[src/rtl/tile_loader_if.sv]
// tile_loader_if: host stream, load control and core write-bus bundle.
// Ports: host_data/valid/ready, load_* control, write bus, status flags.
interface tile_loader_if #(
   parameter int IO_DATA_WIDTH = 16,
   parameter int COLS_WIDTH    = 7
) ();
   logic [IO_DATA_WIDTH-1:0] host_data;
   logic                     host_valid;
   logic                     host_ready;

   logic                     load_start;
   logic                     load_kernels;
   logic [COLS_WIDTH-1:0]    tile_cols;
   logic                     last_tile;
   logic                     fsm_done;

   logic [15:0]              a_input;
   logic [IO_DATA_WIDTH-1:0] b_input;
   logic                     int_mem_we;
   logic                     overlap_cache_we;
   logic                     b_zero;
   logic                     data_ready;
   logic                     busy;

   modport master (
      output host_data, host_valid,
      output load_start, load_kernels, tile_cols, last_tile, fsm_done,
      input  host_ready,
      input  a_input, b_input, int_mem_we, overlap_cache_we, b_zero,
      input  data_ready, busy
   );

   modport slave (
      input  host_data, host_valid,
      input  load_start, load_kernels, tile_cols, last_tile, fsm_done,
      output host_ready,
      output a_input, b_input, int_mem_we, overlap_cache_we, b_zero,
      output data_ready, busy
   );
endinterface

[src/rtl/tile_loader.sv]
// tile_loader: streams kernels, one padded input tile and its overlap
// column from the host into the core's write bus, then holds data_ready.
// Ports: clk, arst_n_in (async, active-low), bus (tile_loader_if.slave).
module tile_loader #(
   parameter int IO_DATA_WIDTH = 16,
   parameter int TILE_WIDTH    = 64,
   parameter int TILE_HEIGHT   = 128,
   parameter int TILE_CHANNELS = 2,
   parameter int TILE_OUTCH    = 16,
   parameter int KERNEL_SIZE   = 3
) (
   input logic          clk,
   input logic          arst_n_in,
   tile_loader_if.slave bus
);
   localparam int XW = $clog2(TILE_WIDTH);
   localparam int YW = $clog2(TILE_HEIGHT);
   localparam int CW = $clog2(TILE_CHANNELS);
   localparam int OW = $clog2(TILE_OUTCH);
   localparam int KW = 2;
   localparam int AW = 16;
   localparam int TW = 7;

   typedef enum logic [2:0] {
      IDLE,
      KERNEL,
      INPUT,
      OVERLAP,
      READY
   } state_t;

   state_t state, state_d;

   logic [CW-1:0] inch, inch_d;
   logic [YW-1:0] y, y_d;
   logic [XW-1:0] x, x_d;
   logic [KW-1:0] ky, ky_d;
   logic [KW-1:0] kx, kx_d;
   logic [OW-1:0] oc, oc_d;
   logic [TW-1:0] cols, cols_d;
   logic          last, last_d;

   logic [AW-1:0]            a_q, a_d;
   logic [IO_DATA_WIDTH-1:0] b_q, b_d;
   logic mem_we_q, mem_we_d;
   logic ovl_we_q, ovl_we_d;
   logic zero_q, zero_d;
   logic rdy_q, rdy_d;
   logic busy_q, busy_d;

   logic host_slot;
   logic zero_slot;

   logic last_inch, last_y, last_x;
   logic last_ky, last_kx, last_oc;

   assign last_inch = (inch == CW'(TILE_CHANNELS - 1));
   assign last_y    = (y == YW'(TILE_HEIGHT - 1));
   assign last_x    = (x == XW'(TILE_WIDTH - 1));
   assign last_ky   = (ky == KW'(KERNEL_SIZE - 1));
   assign last_kx   = (kx == KW'(KERNEL_SIZE - 1));
   assign last_oc   = (oc == OW'(TILE_OUTCH - 1));

   always_ff @(posedge clk or negedge arst_n_in) begin
      if (!arst_n_in) begin
         state    <= IDLE;
         inch     <= '0;
         y        <= '0;
         x        <= '0;
         ky       <= '0;
         kx       <= '0;
         oc       <= '0;
         cols     <= '0;
         last     <= 1'b0;
         a_q      <= '0;
         b_q      <= '0;
         mem_we_q <= 1'b0;
         ovl_we_q <= 1'b0;
         zero_q   <= 1'b0;
         rdy_q    <= 1'b0;
         busy_q   <= 1'b0;
      end else begin
         state    <= state_d;
         inch     <= inch_d;
         y        <= y_d;
         x        <= x_d;
         ky       <= ky_d;
         kx       <= kx_d;
         oc       <= oc_d;
         cols     <= cols_d;
         last     <= last_d;
         a_q      <= a_d;
         b_q      <= b_d;
         mem_we_q <= mem_we_d;
         ovl_we_q <= ovl_we_d;
         zero_q   <= zero_d;
         rdy_q    <= rdy_d;
         busy_q   <= busy_d;
      end
   end

   always_comb begin
      state_d   = state;
      inch_d    = inch;
      y_d       = y;
      x_d       = x;
      ky_d      = ky;
      kx_d      = kx;
      oc_d      = oc;
      cols_d    = cols;
      last_d    = last;
      a_d       = a_q;
      b_d       = b_q;
      mem_we_d  = 1'b0;
      ovl_we_d  = 1'b0;
      zero_d    = 1'b0;
      rdy_d     = 1'b0;
      host_slot = 1'b0;
      zero_slot = 1'b0;

      unique case (state)
         IDLE: begin
            if (bus.load_start) begin
               state_d = bus.load_kernels ? KERNEL : INPUT;
               // Wider requests than the tile are clipped to full width.
               cols_d  = (bus.tile_cols > TW'(TILE_WIDTH)) ?
                         TW'(TILE_WIDTH) : bus.tile_cols;
               last_d  = bus.last_tile;
            end
         end

         KERNEL: begin
            host_slot = 1'b1;
            if (bus.host_valid) begin
               mem_we_d = 1'b1;
               b_d      = bus.host_data;
               a_d      = {1'b1, (AW-1)'({inch, ky, kx, oc})};
               oc_d     = oc + 1'b1;
               if (last_oc) begin
                  oc_d = '0;
                  kx_d = kx + 1'b1;
                  if (last_kx) begin
                     kx_d = '0;
                     ky_d = ky + 1'b1;
                     if (last_ky) begin
                        ky_d   = '0;
                        inch_d = inch + 1'b1;
                        if (last_inch) begin
                           inch_d  = '0;
                           state_d = INPUT;
                        end
                     end
                  end
               end
            end
         end

         INPUT: begin
            // Columns past tile_cols are padding generated locally.
            host_slot = (TW'(x) < cols);
            zero_slot = !host_slot;
            if (zero_slot || bus.host_valid) begin
               mem_we_d = 1'b1;
               zero_d   = zero_slot;
               b_d      = zero_slot ? '0 : bus.host_data;
               a_d      = AW'({inch, y, x});
               x_d      = x + 1'b1;
               if (last_x) begin
                  x_d = '0;
                  y_d = y + 1'b1;
                  if (last_y) begin
                     y_d    = '0;
                     inch_d = inch + 1'b1;
                     if (last_inch) begin
                        inch_d  = '0;
                        state_d = OVERLAP;
                     end
                  end
               end
            end
         end

         OVERLAP: begin
            host_slot = !last;
            zero_slot = last;
            if (zero_slot || bus.host_valid) begin
               ovl_we_d = 1'b1;
               zero_d   = zero_slot;
               b_d      = zero_slot ? '0 : bus.host_data;
               a_d      = AW'({inch, y});
               y_d      = y + 1'b1;
               if (last_y) begin
                  y_d    = '0;
                  inch_d = inch + 1'b1;
                  if (last_inch) begin
                     inch_d  = '0;
                     state_d = READY;
                  end
               end
            end
         end

         READY: begin
            // data_ready trails the final overlap strobe by one cycle.
            rdy_d = !bus.fsm_done;
            if (bus.fsm_done) begin
               state_d = IDLE;
            end
         end

         default: begin
            state_d = IDLE;
         end
      endcase

      busy_d = (state_d != IDLE);
   end

   assign bus.host_ready       = host_slot;
   assign bus.a_input          = a_q;
   assign bus.b_input          = b_q;
   assign bus.int_mem_we       = mem_we_q;
   assign bus.overlap_cache_we = ovl_we_q;
   assign bus.b_zero           = zero_q;
   assign bus.data_ready       = rdy_q;
   assign bus.busy             = busy_q;
endmodule

[src/flat_wrapper.sv]
// flat-port wrapper written by rule: the top's interface ports become plain ports
module tile_loader_flat 
#(
   parameter int IO_DATA_WIDTH = 16,
   parameter int TILE_WIDTH    = 64,
   parameter int TILE_HEIGHT   = 128,
   parameter int TILE_CHANNELS = 2,
   parameter int TILE_OUTCH    = 16,
   parameter int KERNEL_SIZE   = 3
)
  (clk, arst_n_in, bus_host_data, bus_host_valid, bus_load_start, bus_load_kernels, bus_tile_cols, bus_last_tile, bus_fsm_done, bus_host_ready, bus_a_input, bus_b_input, bus_int_mem_we, bus_overlap_cache_we, bus_b_zero, bus_data_ready, bus_busy);
  tile_loader_if #(.IO_DATA_WIDTH(IO_DATA_WIDTH)) bus_i ();
  input logic clk;
  input logic arst_n_in;
  input wire logic [$bits(bus_i.host_data)-1:0] bus_host_data;
  input wire logic [$bits(bus_i.host_valid)-1:0] bus_host_valid;
  input wire logic [$bits(bus_i.load_start)-1:0] bus_load_start;
  input wire logic [$bits(bus_i.load_kernels)-1:0] bus_load_kernels;
  input wire logic [$bits(bus_i.tile_cols)-1:0] bus_tile_cols;
  input wire logic [$bits(bus_i.last_tile)-1:0] bus_last_tile;
  input wire logic [$bits(bus_i.fsm_done)-1:0] bus_fsm_done;
  output wire logic [$bits(bus_i.host_ready)-1:0] bus_host_ready;
  output wire logic [$bits(bus_i.a_input)-1:0] bus_a_input;
  output wire logic [$bits(bus_i.b_input)-1:0] bus_b_input;
  output wire logic [$bits(bus_i.int_mem_we)-1:0] bus_int_mem_we;
  output wire logic [$bits(bus_i.overlap_cache_we)-1:0] bus_overlap_cache_we;
  output wire logic [$bits(bus_i.b_zero)-1:0] bus_b_zero;
  output wire logic [$bits(bus_i.data_ready)-1:0] bus_data_ready;
  output wire logic [$bits(bus_i.busy)-1:0] bus_busy;
  assign bus_i.host_data = bus_host_data;
  assign bus_i.host_valid = bus_host_valid;
  assign bus_i.load_start = bus_load_start;
  assign bus_i.load_kernels = bus_load_kernels;
  assign bus_i.tile_cols = bus_tile_cols;
  assign bus_i.last_tile = bus_last_tile;
  assign bus_i.fsm_done = bus_fsm_done;
  assign bus_host_ready = bus_i.host_ready;
  assign bus_a_input = bus_i.a_input;
  assign bus_b_input = bus_i.b_input;
  assign bus_int_mem_we = bus_i.int_mem_we;
  assign bus_overlap_cache_we = bus_i.overlap_cache_we;
  assign bus_b_zero = bus_i.b_zero;
  assign bus_data_ready = bus_i.data_ready;
  assign bus_busy = bus_i.busy;
  tile_loader #(.IO_DATA_WIDTH(IO_DATA_WIDTH), .TILE_WIDTH(TILE_WIDTH), .TILE_HEIGHT(TILE_HEIGHT), .TILE_CHANNELS(TILE_CHANNELS), .TILE_OUTCH(TILE_OUTCH), .KERNEL_SIZE(KERNEL_SIZE)) u_core (.clk(clk), .arst_n_in(arst_n_in), .bus(bus_i));
endmodule
[config.mk]
export PLATFORM = sky130hd
export DESIGN_NAME = tile_loader_flat
export DESIGN_NICKNAME = d
export VERILOG_FILES = /design/src/rtl/tile_loader_if.sv /design/src/rtl/tile_loader.sv /design/src/flat_wrapper.sv
export SDC_FILE = /design/constraint.sdc
export NUM_CORES = 1
export LEC_CHECK = 0
export BUFFER_PORTS_ARGS = -buffer_cell sky130_fd_sc_hd__buf_2
export CAP_MARGIN = 10
export CORE_ASPECT_RATIO = 1.2
export CORE_MARGIN = 2
export CORE_UTILIZATION = 55
export CTS_CLUSTER_DIAMETER = 40
export DETAILED_ROUTE_END_ITERATION = 7
export PLACE_DENSITY = 0.79
export SKIP_CTS_REPAIR_TIMING = 1
export SYNTH_ARGS = -nofsm -noshare
export SYNTH_HDL_FRONTEND = slang
export SYNTH_SLANG_ARGS = --single-unit
[constraint.sdc]
create_clock -name clk -period 2.54 [get_ports clk]
set_input_delay 0.254 -clock clk [delete_from_list [all_inputs] [get_ports clk]]
set_output_delay 0.254 -clock clk [all_outputs]
set_load 0.02 [all_outputs]
# Word-level counts from Yosys, hierarchy flattened

Cells that the tools add are included.
Widths: inputs -> output; s select.

ROM bits: 0
Input bits: 30
Word-level logic and storage cells: 113
Bits in registers: 70
Output and inout bits: 38
Bits in latches: 0
Bits in writable memories: 0
Memories kept: 0

Shift-type cells: 0
Add/sub/neg operators: 6
Divide/modulo/power cells: 0
$lt $le $gt $ge: 2
Mux-type cells: 56
Reduce and logical (&&, ||, !) cells: 17
Multipliers: 0
Bitwise gates (word level): 0
Eq/ne operators: 16

Operators with widths:

| operator            | count |
|---|---|
| $mux 16             | 8 |
| $pmux 16 s3         | 2 |
| $mux 3              | 14 |
| $mux 7              | 5 |
| $mux 1              | 16 |
| $pmux 3 s5          | 1 |
| $pmux 7 s2          | 1 |
| $ne 2x1->1 const B  | 6 |
| $reduce_and 4->1    | 3 |
| $reduce_and 8->1    | 1 |
| $add 7x1->7 const B | 1 |
| $eq 7x7->1 const B  | 1 |
| $gt 7x7->1 const B  | 1 |
| $lt 6x7->1          | 1 |
| $add 6x1->6 const B | 1 |
| $eq 3x2->1 const B  | 2 |
| $eq 6x6->1 const B  | 1 |
| $mux 2              | 3 |
| $mux 6              | 1 |
| $pmux 1 s3          | 2 |
| $reduce_and 2->1    | 3 |
| $reduce_bool 3->1   | 2 |
| $add 2x1->2 const B | 2 |
| $add 4x1->4 const B | 1 |
| 13 further kinds    | 18 |

# Logic depth before layout (Yosys ltp)

Gate-level depths: netlist (run 1).

Depth in word-level cells: 7
Depth in mapped cells: 9
Gate-level depth less buffers: 7

# Worst setup path after synthesis (run 1)

No wires, ideal clock.

Kind: reg2out
Start point: register u_core.x[4]
End point: output bus_host_ready
Setup slack: 482 ps
Stages on the path, launching flop included: 7
Data arrival time: 1,804 ps
Required time: 2,286 ps
Path through: dfrtp_1 ha_1 a211oi_1 nor3_1 a21oi_1 a21oi_1 a311oi_1

Word-level cells in the longest chain between the ends: 2

Ends and longest elaborated chain:

| what                     | RTL line           | source |
|---|---|---|
| start: declaration       | tile_loader.sv:36  | `logic [XW-1:0] x, x_d;` |
| start signal: assignment | tile_loader.sv:69  | `x <= '0;` |
| start signal: assignment | tile_loader.sv:86  | `x <= x_d;` |
| $lt 6x7->1               | tile_loader.sv:160 | `host_slot = (TW'(x) < cols);` |
| $pmux 1 s3               | tile_loader.sv:121 | `unique case (state)` |
| end: declaration         | flat_wrapper.sv:22 | `output wire logic [$bits(bus_i.host_ready)-1:0] bus_host_ready;` |

Every way passes these cells.

# Worst setup path after layout (run 1)

Same ends and word-level chain as after synthesis.

==> results of run 1 <==
layout make-up:
type	count	area share
Inverter	29	0.0252
Multi-Input combinational cell	232	0.384
Timing Repair Buffer	87	0.114
Tap cell	85	0.0246
Clock inverter	6	0.0200
Clock buffer	10	0.0319
Sequential cell	69	0.400
through the flow:
step,power [W],utilization
6_report,0.00593,0.678
5_1_grt,0.00631,0.678
4_1_cts,0.00588,0.673
3_5_place_dp,0.00487,0.637
3_3_place_gp,0.00477,0.637
2_1_floorplan,0.00399,-
final timing paths:
path	startpoint	to	depth (start not counted)
setup / recovery	u_core.x[4]	bus_host_ready	8
hold / removal	arst_n_in	u_core.bus.a_input[13]	1
setup reg to reg	u_core.x[4]	u_core.bus.a_input[9]	8
hold reg to reg	u_core.bus.a_input[8]	u_core.bus.a_input[8]	1
max in group asynchronous	arst_n_in	u_core.x[1]	2
min in group clk	bus_last_tile	u_core.last	3
metal layers:
metal	wire length, um	GRT usage
met3	448	0.0409
met1	3420	0.290
met2	4070	0.404
met5	0	0
met4	147	0.103
cells by family after synthesis:
| group | Yosys count | share of synthesized area |
|---|---|---|
| and+or+nand+nor | 113 | 0.156 |
| AOI/OAI and AO/OA | 75 | 0.170 |
| DFF | 69 | 0.481 |
| buffers and inverters | 51 | 0.0644 |
| muxes | 28 | 0.0832 |
| adders and majority gates | 8 | 0.0279 |
| xor gates and xnor gates | 7 | 0.0171 |
| other | 1 | 0.00104 |
power by group:
part	total (W)	internal (W)	leakage, nW	switching [W]
clock network	0.000993	0.000577	0.112	0.000416
registers	0.00189	0.00154	0.882	0.000349
logic	0.00305	0.00130	1.12	0.00175
total	0.00593	0.00342	2.12	0.00251
flip-flops by register name (all words and copies together) (netlist names):
signal	count
u_core.bus.a_input	15
u_core.bus.b_input	16
u_core.bus.b_zero	1
u_core.bus.busy	1
u_core.bus.data_ready	1
u_core.bus.int_mem_we	1
u_core.bus.overlap_cache_we	1
u_core.cols	7
u_core.inch	1
u_core.kx	2
u_core.ky	2
u_core.last	1
u_core.oc	4
u_core.state	3
u_core.x	6
u_core.y	7
Yosys cell counts (all sizes together), types with 7 or more instances:
master	n	area share
buf	12	0.024
clkbuf	10	0.010
dfrtp	69	0.48
ha	8	0.028
inv	29	0.030
mux2	15	0.047
mux2i	13	0.036
nand2	51	0.053
nand3	7	0.0097
nand3b	7	0.015
nor2	14	0.015
o21ai	25	0.035
o32ai	16	0.058
critical path: stages (launching register included):
cell,delay [ns]
dfrtp_2,0.44
ha_4,0.23
a211oi_2,0.25
nor3_1,0.10
buf_4,0.15
a21oi_1,0.12
a21oi_1,0.08
a311oi_1,0.28
buf_2,0.21
==> impl_metrics.json, run 1 <==
{
  "die_h_um": 92.5,
  "path_clk_slew_ns": 0.07,
  "clock_latency_ns": 0.35,
  "cts_buffers": 9,
  "routed_wl_um": 8100,
  "nNetsFinal": 466,
  "die-area_um2": 7200,
  "synth_flop_cell": "dfrtp_1",
  "worst_slack_ns": 0.0654,
  "core_area_um2": 6370,
  "drc": 0,
  "grt.overflow.total": 0,
  "place_area_um2": 4060,
  "final_common_cell": "dfrtp_1",
  "p_per_area_nw_per_um2": 1370,
  "synth_cells": 352,
  "grt_pass1_wl_um": 13200,
  "worst_pin_slew_ns": 0.772,
  "cp-end-kind": "primary output",
  "drive_above_1_share": 0.321,
  "slew_headroom": 0.485,
  "drt_pre_antenna_iters": 4,
  "viasPerCell": 5.61,
  "hp-class": "in -> async",
  "period_needed_ns": 2.47,
  "cts.sinks": 69,
  "drtAntennaViolNets": 0,
  "stdcell_area_um2": 4320,
  "final_cell_mix": "68 x dfrtp_1, 66 x buf_2, 51 x nand2_1",
  "hpwlAfterDp_um": 5780,
  "finalSetupTns_ns": 0,
  "status": "finished with violations",
  "synth_edf_count": 0,
  "hold_violations": 33,
  "cts_tree": "yes",
  "cts.root.buffer_cell": "clkbuf_8",
  "finalClockSkew_ns": 0.0121,
  "initial_core_util": 0.564,
  "seq_area_frac_synth": 0.481,
  "instances_no_fill": 518,
  "synth_cell_types": 53,
  "grt_max_degree": 36,
  "leakagePower_nw": 2.12,
  "seqCellArea_um2": 1730,
  "fmax_mhz": 404,
  "antenna_found_initial": 0,
  "multiInputGateArea_um2": 1660,
  "async_flop_share": 1.00,
  "worstSetupStartpointType": "flop",
  "whs_ns": -0.0279,
  "max-cap-violations": 0,
  "htreeDepth": 3,
  "vdd_drop_max_mv": 0.609,
  "dp_cells": 500,
  "fill_cells": 496,
  "n_antenna_cell": 0,
  "synth_warnings": 0,
  "grt_use_total": 0.235,
  "synthesis.nets": 390,
  "cp.arrival_ns": 2.22,
  "dp_slack_ns": -0.0997,
  "post_drt_wl_per_cell_um": 15.6,
  "place_congestion": 0.834,
  "finalCritPeriodShare": 0.974,
  "ios": 68,
  "fp-row-count": 32,
  "ys_seq_elements": 69,
  "ctsLongestPathBuffers": 2,
  "crit_fanout": 4,
  "slew_viol_final": 0,
  "crit_type": "reg -> out",
  "required_ns": 2.29,
  "syn-cell-area_um2": 3590,
  "routed-via-count": 2907,
  "grt_pass1_vias": 2775,
  "setup_violations": 0,
  "violations": "negative hold slack",
  "r2r_slack_ns": 0.20,
  "fp.dieW_um": 77.8,
  "syn_to_final_growth_pct": 20.2,
  "synth.avg_cell_area_um2": 10.2,
  "drt_iter0_drc": 291,
  "io_buffer_count": 66
}
Note: power is estimated with default switching activity, not from simulation.
==> run 2, diff against run 1 <==
Settings changed: HOLD_SLACK_MARGIN set to 0.06, MAX_ROUTING_LAYER set to met4.
==> run 2 against run 1 <==
Effect of this change:
- hold slack gained 0.13 ns
- the flow now finishes without violations
- final cell count grew 0.19%
- largest power group unchanged
- die area is the same
- maximum frequency grew 0.37%
- first-iteration DRC count shrank 4.1%
- sequential share of layout area shrank 0.093 points
- core utilization grew 0.16 points
- power is essentially flat
- via count shrank 0.21%
- sequential power is essentially flat
- clock power is essentially flat
- critical endpoint unchanged
==> impl_metrics.json, run 2 (synthesis results as in run 1) <==
{
  "drtAntennaViolNets": 0,
  "core_area_um2": 6370,
  "power_frac_comb": 0.514,
  "antenna_found_initial": 0,
  "intPower_w": 0.00342,
  "clkPwrFrac": 0.167,
  "fmax_mhz": 406,
  "required_ns": 2.29,
  "leakagePower_nw": 2.12,
  "final_common_cell": "dfrtp_1",
  "io_buffer_count": 66,
  "die-area_um2": 7200,
  "slowest_stage": "dfrtp_2",
  "grt.overflow.total": 0,
  "cp-end-kind": "primary output",
  "hp-start": "bus_last_tile",
  "cts.root.buffer_cell": "clkbuf_8",
  "fill_cells": 495,
  "cp.arrival_ns": 2.21,
  "whs_path_depth": 3,
  "reg2reg_depth": 8,
  "hold_violations": 0,
  "max-cap-violations": 0,
  "cts_buffers": 9,
  "fp-row-count": 32,
  "switching_share": 0.423,
  "cts_tree": "yes",
  "viasPerCell": 5.59,
  "ios": 68,
  "grt_pass1_vias": 2776,
  "n_antenna_cell": 0,
  "final_cell_mix": "68 x dfrtp_1, 66 x buf_2, 51 x nand2_1",
  "grt_max_degree": 36,
  "place_congestion": 0.847,
  "htreeDepth": 3,
  "worstSetupStartpointType": "flop",
  "hold-path-endpoint": "u_core.last",
  "setup_violations": 0,
  "r2r_slack_ns": 0.21,
  "hpwlAfterDp_um": 5780,
  "grt_pass1_wl_um": 13200,
  "critPathMaxStageDelay_ns": 0.44,
  "finalSetupTns_ns": 0,
  "ctsLongestPathBuffers": 2,
  "clock_latency_ns": 0.35,
  "drt_pre_antenna_iters": 5,
  "seqPwrFrac": 0.319,
  "whs_ns": 0.0973,
  "worst_pin_slew_ns": 0.770,
  "path_clk_slew_ns": 0.08,
  "finalClockSkew_ns": 0.0117,
  "nNetsFinal": 467,
  "drive_above_1_share": 0.320,
  "crit_chain": "ha_4 -> a211oi_2 -> nor3_1 -> buf_4 -> a21oi_1 -> a21oi_1 -> a311oi_1 -> buf_2",
  "syn_to_final_growth_pct": 20.5,
  "die_h_um": 92.5,
  "period_needed_ns": 2.47,
  "path_delay_family": "compound AO/OA/AOI/OAI gates",
  "cts.sinks": 69,
  "finalCritPeriodShare": 0.971,
  "drc": 0,
  "p_per_area_nw_per_um2": 1370,
  "vdd_drop_max_mv": 0.610,
  "crit_fanout": 4,
  "status": "completed",
  "initial_core_util": 0.564,
  "crit_top_cell": "a21oi_1",
  "fp.dieW_um": 77.8,
  "slew_headroom": 0.487,
  "critPathBufInv": 2,
  "largest_reg_flops": 16,
  "hp-class": "in -> reg",
  "drt_iter0_drc": 279,
  "routed-via-count": 2901,
  "slew_viol_final": 0,
  "post_drt_wl_per_cell_um": 15.6,
  "routed_wl_um": 8090,
  "grt_use_total": 0.242,
  "r2r_end": "u_core.bus.a_input[9]",
  "p_sw_w": 0.00251,
  "cp.depth": 8,
  "r2r_start": "u_core.x[4]",
  "crit_type": "reg -> out"
}
run 2: how the worst max path moves through the flow:
stage                             endpoint        start
floorplan                   bus_host_ready  u_core.x[4]
global placement    u_core.bus.b_input[15]  u_core.x[4]
detailed placement   u_core.bus.b_input[2]  u_core.x[4]
CTS                  u_core.bus.b_input[5]  u_core.x[4]
global route                bus_host_ready  u_core.x[4]
finish                      bus_host_ready  u_core.x[4]
run 2: layout make-up:
cell class | instances | area, um2 | share of cell area
Clock buffer | 10 | 138 | 0.0318
Clock inverter | 6 | 86.3 | 0.0199
Inverter | 29 | 109 | 0.0251
Multi-Input combinational cell | 232 | 1660 | 0.384
Sequential cell | 69 | 1730 | 0.399
Tap cell | 85 | 106 | 0.0246
Timing Repair Buffer | 88 | 502 | 0.116
run 2: worst min-delay path: cells and delay by family:
kind | cells | cell delay [ns]
buffers and inverters | 1 | 0.08
AND/OR/NAND/NOR | 2 | 0.08
run 2: routing by layer:
metal | up-vias | wire length, um | GRT usage
met3 | 16 | 443 | 0.0409
met2 | 103 | 4060 | 0.405
met1 | 1395 | 3430 | 0.288
met4 | 0 | 164 | 0.103
met5 | - | 0 | -
li1 | 1387 | - | -
run 2: power groups by stage:
stage | Clock [W] | Sequential [W] | Combinational, W
final | 0.000991 | 0.00189 | 0.00304
after CTS | 0.00101 | 0.00189 | 0.00299
after floorplan | 0 | 0.00209 | 0.00190
after global placement | 0 | 0.00188 | 0.00289
after global routing | 0.00106 | 0.00194 | 0.00331
after detailed placement | 0 | 0.00190 | 0.00297
run 2: stage by stage:
| stage | instances | total power [W] | utilization | cell area, um2 | worst slack (ns) |
|---|---|---|---|---|---|
| 6_report | 519 | 0.00593 | 0.680 | 4330 | 0.0745 |
| 5_1_grt | 519 | 0.00631 | 0.680 | 4330 | -0.0409 |
| 4_1_cts | 516 | 0.00588 | 0.673 | 4280 | -0.0972 |
| 3_5_place_dp | 500 | 0.00487 | 0.637 | 4060 | -0.0997 |
| 3_3_place_gp | 500 | 0.00477 | 0.637 | 4060 | 0.0340 |
| 2_1_floorplan | 352 | 0.00399 | - | 3590 | 0.482 |
==> run 3, diff against run 2 <==
Settings changed: CORE_UTILIZATION 55 to 60, PLACE_DENSITY 0.79 to 0.85.
Clock period 2.54 ns to 3 ns, I/O delays scaled along.
==> run 3 against run 2 <==
Effect of this change:
- clock power down 3.0%
- non-clock buffer count down 11
- die area down 7.9%
- critical path type is now reg -> reg
- highest routed layer unchanged
==> impl_metrics.json, run 3 (synthesis results as in run 1) <==
{
  "cts_tree": "yes",
  "fp-row-count": 30,
  "power_frac_comb": 0.482,
  "r2r_end": "u_core.bus.b_input[5]",
  "fmax_mhz": 388,
  "crit_chain": "ha_1 -> a211oi_1 -> nor3_1 -> a21o_1 -> o211a_1 -> o32ai_1",
  "drt_iter0_drc": 168,
  "slew_headroom": 0.497,
  "core_area_um2": 5710,
  "period_needed_ns": 2.58,
  "routed_wl_um": 8100,
  "grt.overflow.total": 0,
  "worstSetupStartpointType": "flop",
  "syn_to_final_growth_pct": 18.3,
  "finalCritPeriodShare": 0.860,
  "grt_pass1_vias": 2800,
  "grt_pass1_wl_um": 13200,
  "critPathBufInv": 0,
  "clkPwrFrac": 0.193,
  "max-cap-violations": 0,
  "cp-end-kind": "flop",
  "routed-via-count": 2900,
  "p_sw_w": 0.00210,
  "dp_slack_ns": 0.372,
  "path_clk_slew_ns": 0.08,
  "grt_use_met2": 0.448,
  "viasPerCell": 5.77,
  "drive_above_1_share": 0.296,
  "clock_latency_ns": 0.35,
  "grt_use_total": 0.272,
  "r2r_start": "u_core.x[4]",
  "slew_viol_final": 0,
  "post_drt_wl_per_cell_um": 16.1,
  "drc": 0,
  "finalClockSkew_ns": 0.00872,
  "ios": 68,
  "leakagePower_nw": 2.08,
  "slowest_stage": "o211a_1",
  "place_congestion": 0.819,
  "drt_pre_antenna_iters": 5,
  "crit_type": "reg -> reg",
  "r2r_slack_ns": 0.42,
  "initial_core_util": 0.630,
  "required_ns": 3.20,
  "p_per_area_nw_per_um2": 1170,
  "rsz0062_at_grt": "no",
  "grt_use_met1": 0.319,
  "setup_violations": 0,
  "io_buffer_count": 66,
  "status": "completed",
  "nNetsFinal": 456,
  "cts.root.buffer_cell": "clkbuf_8",
  "final_cell_mix": "69 x dfrtp_1, 66 x buf_2, 51 x nand2_1",
  "vdd_drop_max_mv": 0.557,
  "fp.dieW_um": 74.6,
  "switching_share": 0.421,
  "drtAntennaViolNets": 0,
  "busiest_layer": "met2",
  "die-area_um2": 6630,
  "hp-class": "in -> async",
  "finalSetupTns_ns": 0,
  "fill_cells": 409,
  "use_met3": 0.0547,
  "crit_fanout": 17,
  "worst_pin_slew_ns": 0.755,
  "intPower_w": 0.00289,
  "worst_slack_ns": 0.420,
  "critPathMaxStageDelay_ns": 0.62,
  "largest_reg_flops": 16,
  "hold_violations": 0,
  "grt_max_degree": 36,
  "cts.sinks": 69,
  "final_common_cell": "dfrtp_1",
  "seqPwrFrac": 0.325,
  "n_antenna_cell": 0,
  "path_delay_family": "compound AO/OA/AOI/OAI gates",
  "htreeDepth": 3,
  "cp.arrival_ns": 2.78,
  "die_h_um": 88.8,
  "ctsLongestPathBuffers": 2,
  "reg2reg_depth": 6,
  "hpwlAfterDp_um": 5520,
  "cts_buffers": 9,
  "whs_ns": 0.0181,
  "antenna_found_initial": 0
}
-- run 3: cell types whose count changed in the layout (fill, tap and decap cells not counted), sizes merged --
cell,delta
buf,-10
bufinv,+1
clkbuf,+1
clkinv,-2
dlygate4sd3,-1
-- run 3: worst max-delay path by stage --
stage | end | cells past startpoint | start | slack (ns)
after global placement | u_core.bus.b_input[15] | 6 | u_core.x[4] | 0.43
after CTS | u_core.bus.b_input[5] | 6 | u_core.x[4] | 0.25
after global routing | u_core.bus.b_input[5] | 6 | u_core.x[4] | 0.20
final | u_core.bus.b_input[5] | 6 | u_core.x[4] | 0.42
after detailed placement | u_core.bus.b_input[5] | 6 | u_core.x[4] | 0.37
after floorplan | bus_host_ready | 6 | u_core.x[4] | 0.90
-- run 3: cell type report --
class / instances / area (um2) / area share
sequential: 69 / 1730 / 0.406
timing repair buffer: 77 / 417 / 0.0980
tap: 80 / 100 / 0.0235
clock inverter: 5 / 106 / 0.0250
inverter: 29 / 109 / 0.0256
multi-input combinational: 232 / 1640 / 0.386
clock buffer: 11 / 151 / 0.0356
-- run 3: power groups by stage --
stage                     Combinational [W]  Clock [W]  Sequential, W
after floorplan                     0.00161          0        0.00177
after global placement              0.00229          0        0.00161
after detailed placement            0.00236          0        0.00163
after CTS                           0.00240   0.000968        0.00161
after global routing                0.00264    0.00101        0.00167
final                               0.00240   0.000961        0.00162
-- run 3: metal layers --
layer / wire, um / up-vias
li1: - / 1361
met1: 3350 / 1401
met2: 4120 / 110
met3: 390 / 28
met4: 239 / 0
met5: 0 / -
-- run 3: stage by stage --
stage                      util  instance area [um2]  std cells  total power, W
after floorplan               -                 3590        352         0.00338
after global placement    0.698                 3980        486         0.00390
after detailed placement  0.698                 3980        486         0.00399
after CTS                 0.743                 4240        502         0.00498
after global routing      0.745                 4250        503         0.00532
final                     0.745                 4250        503         0.00499
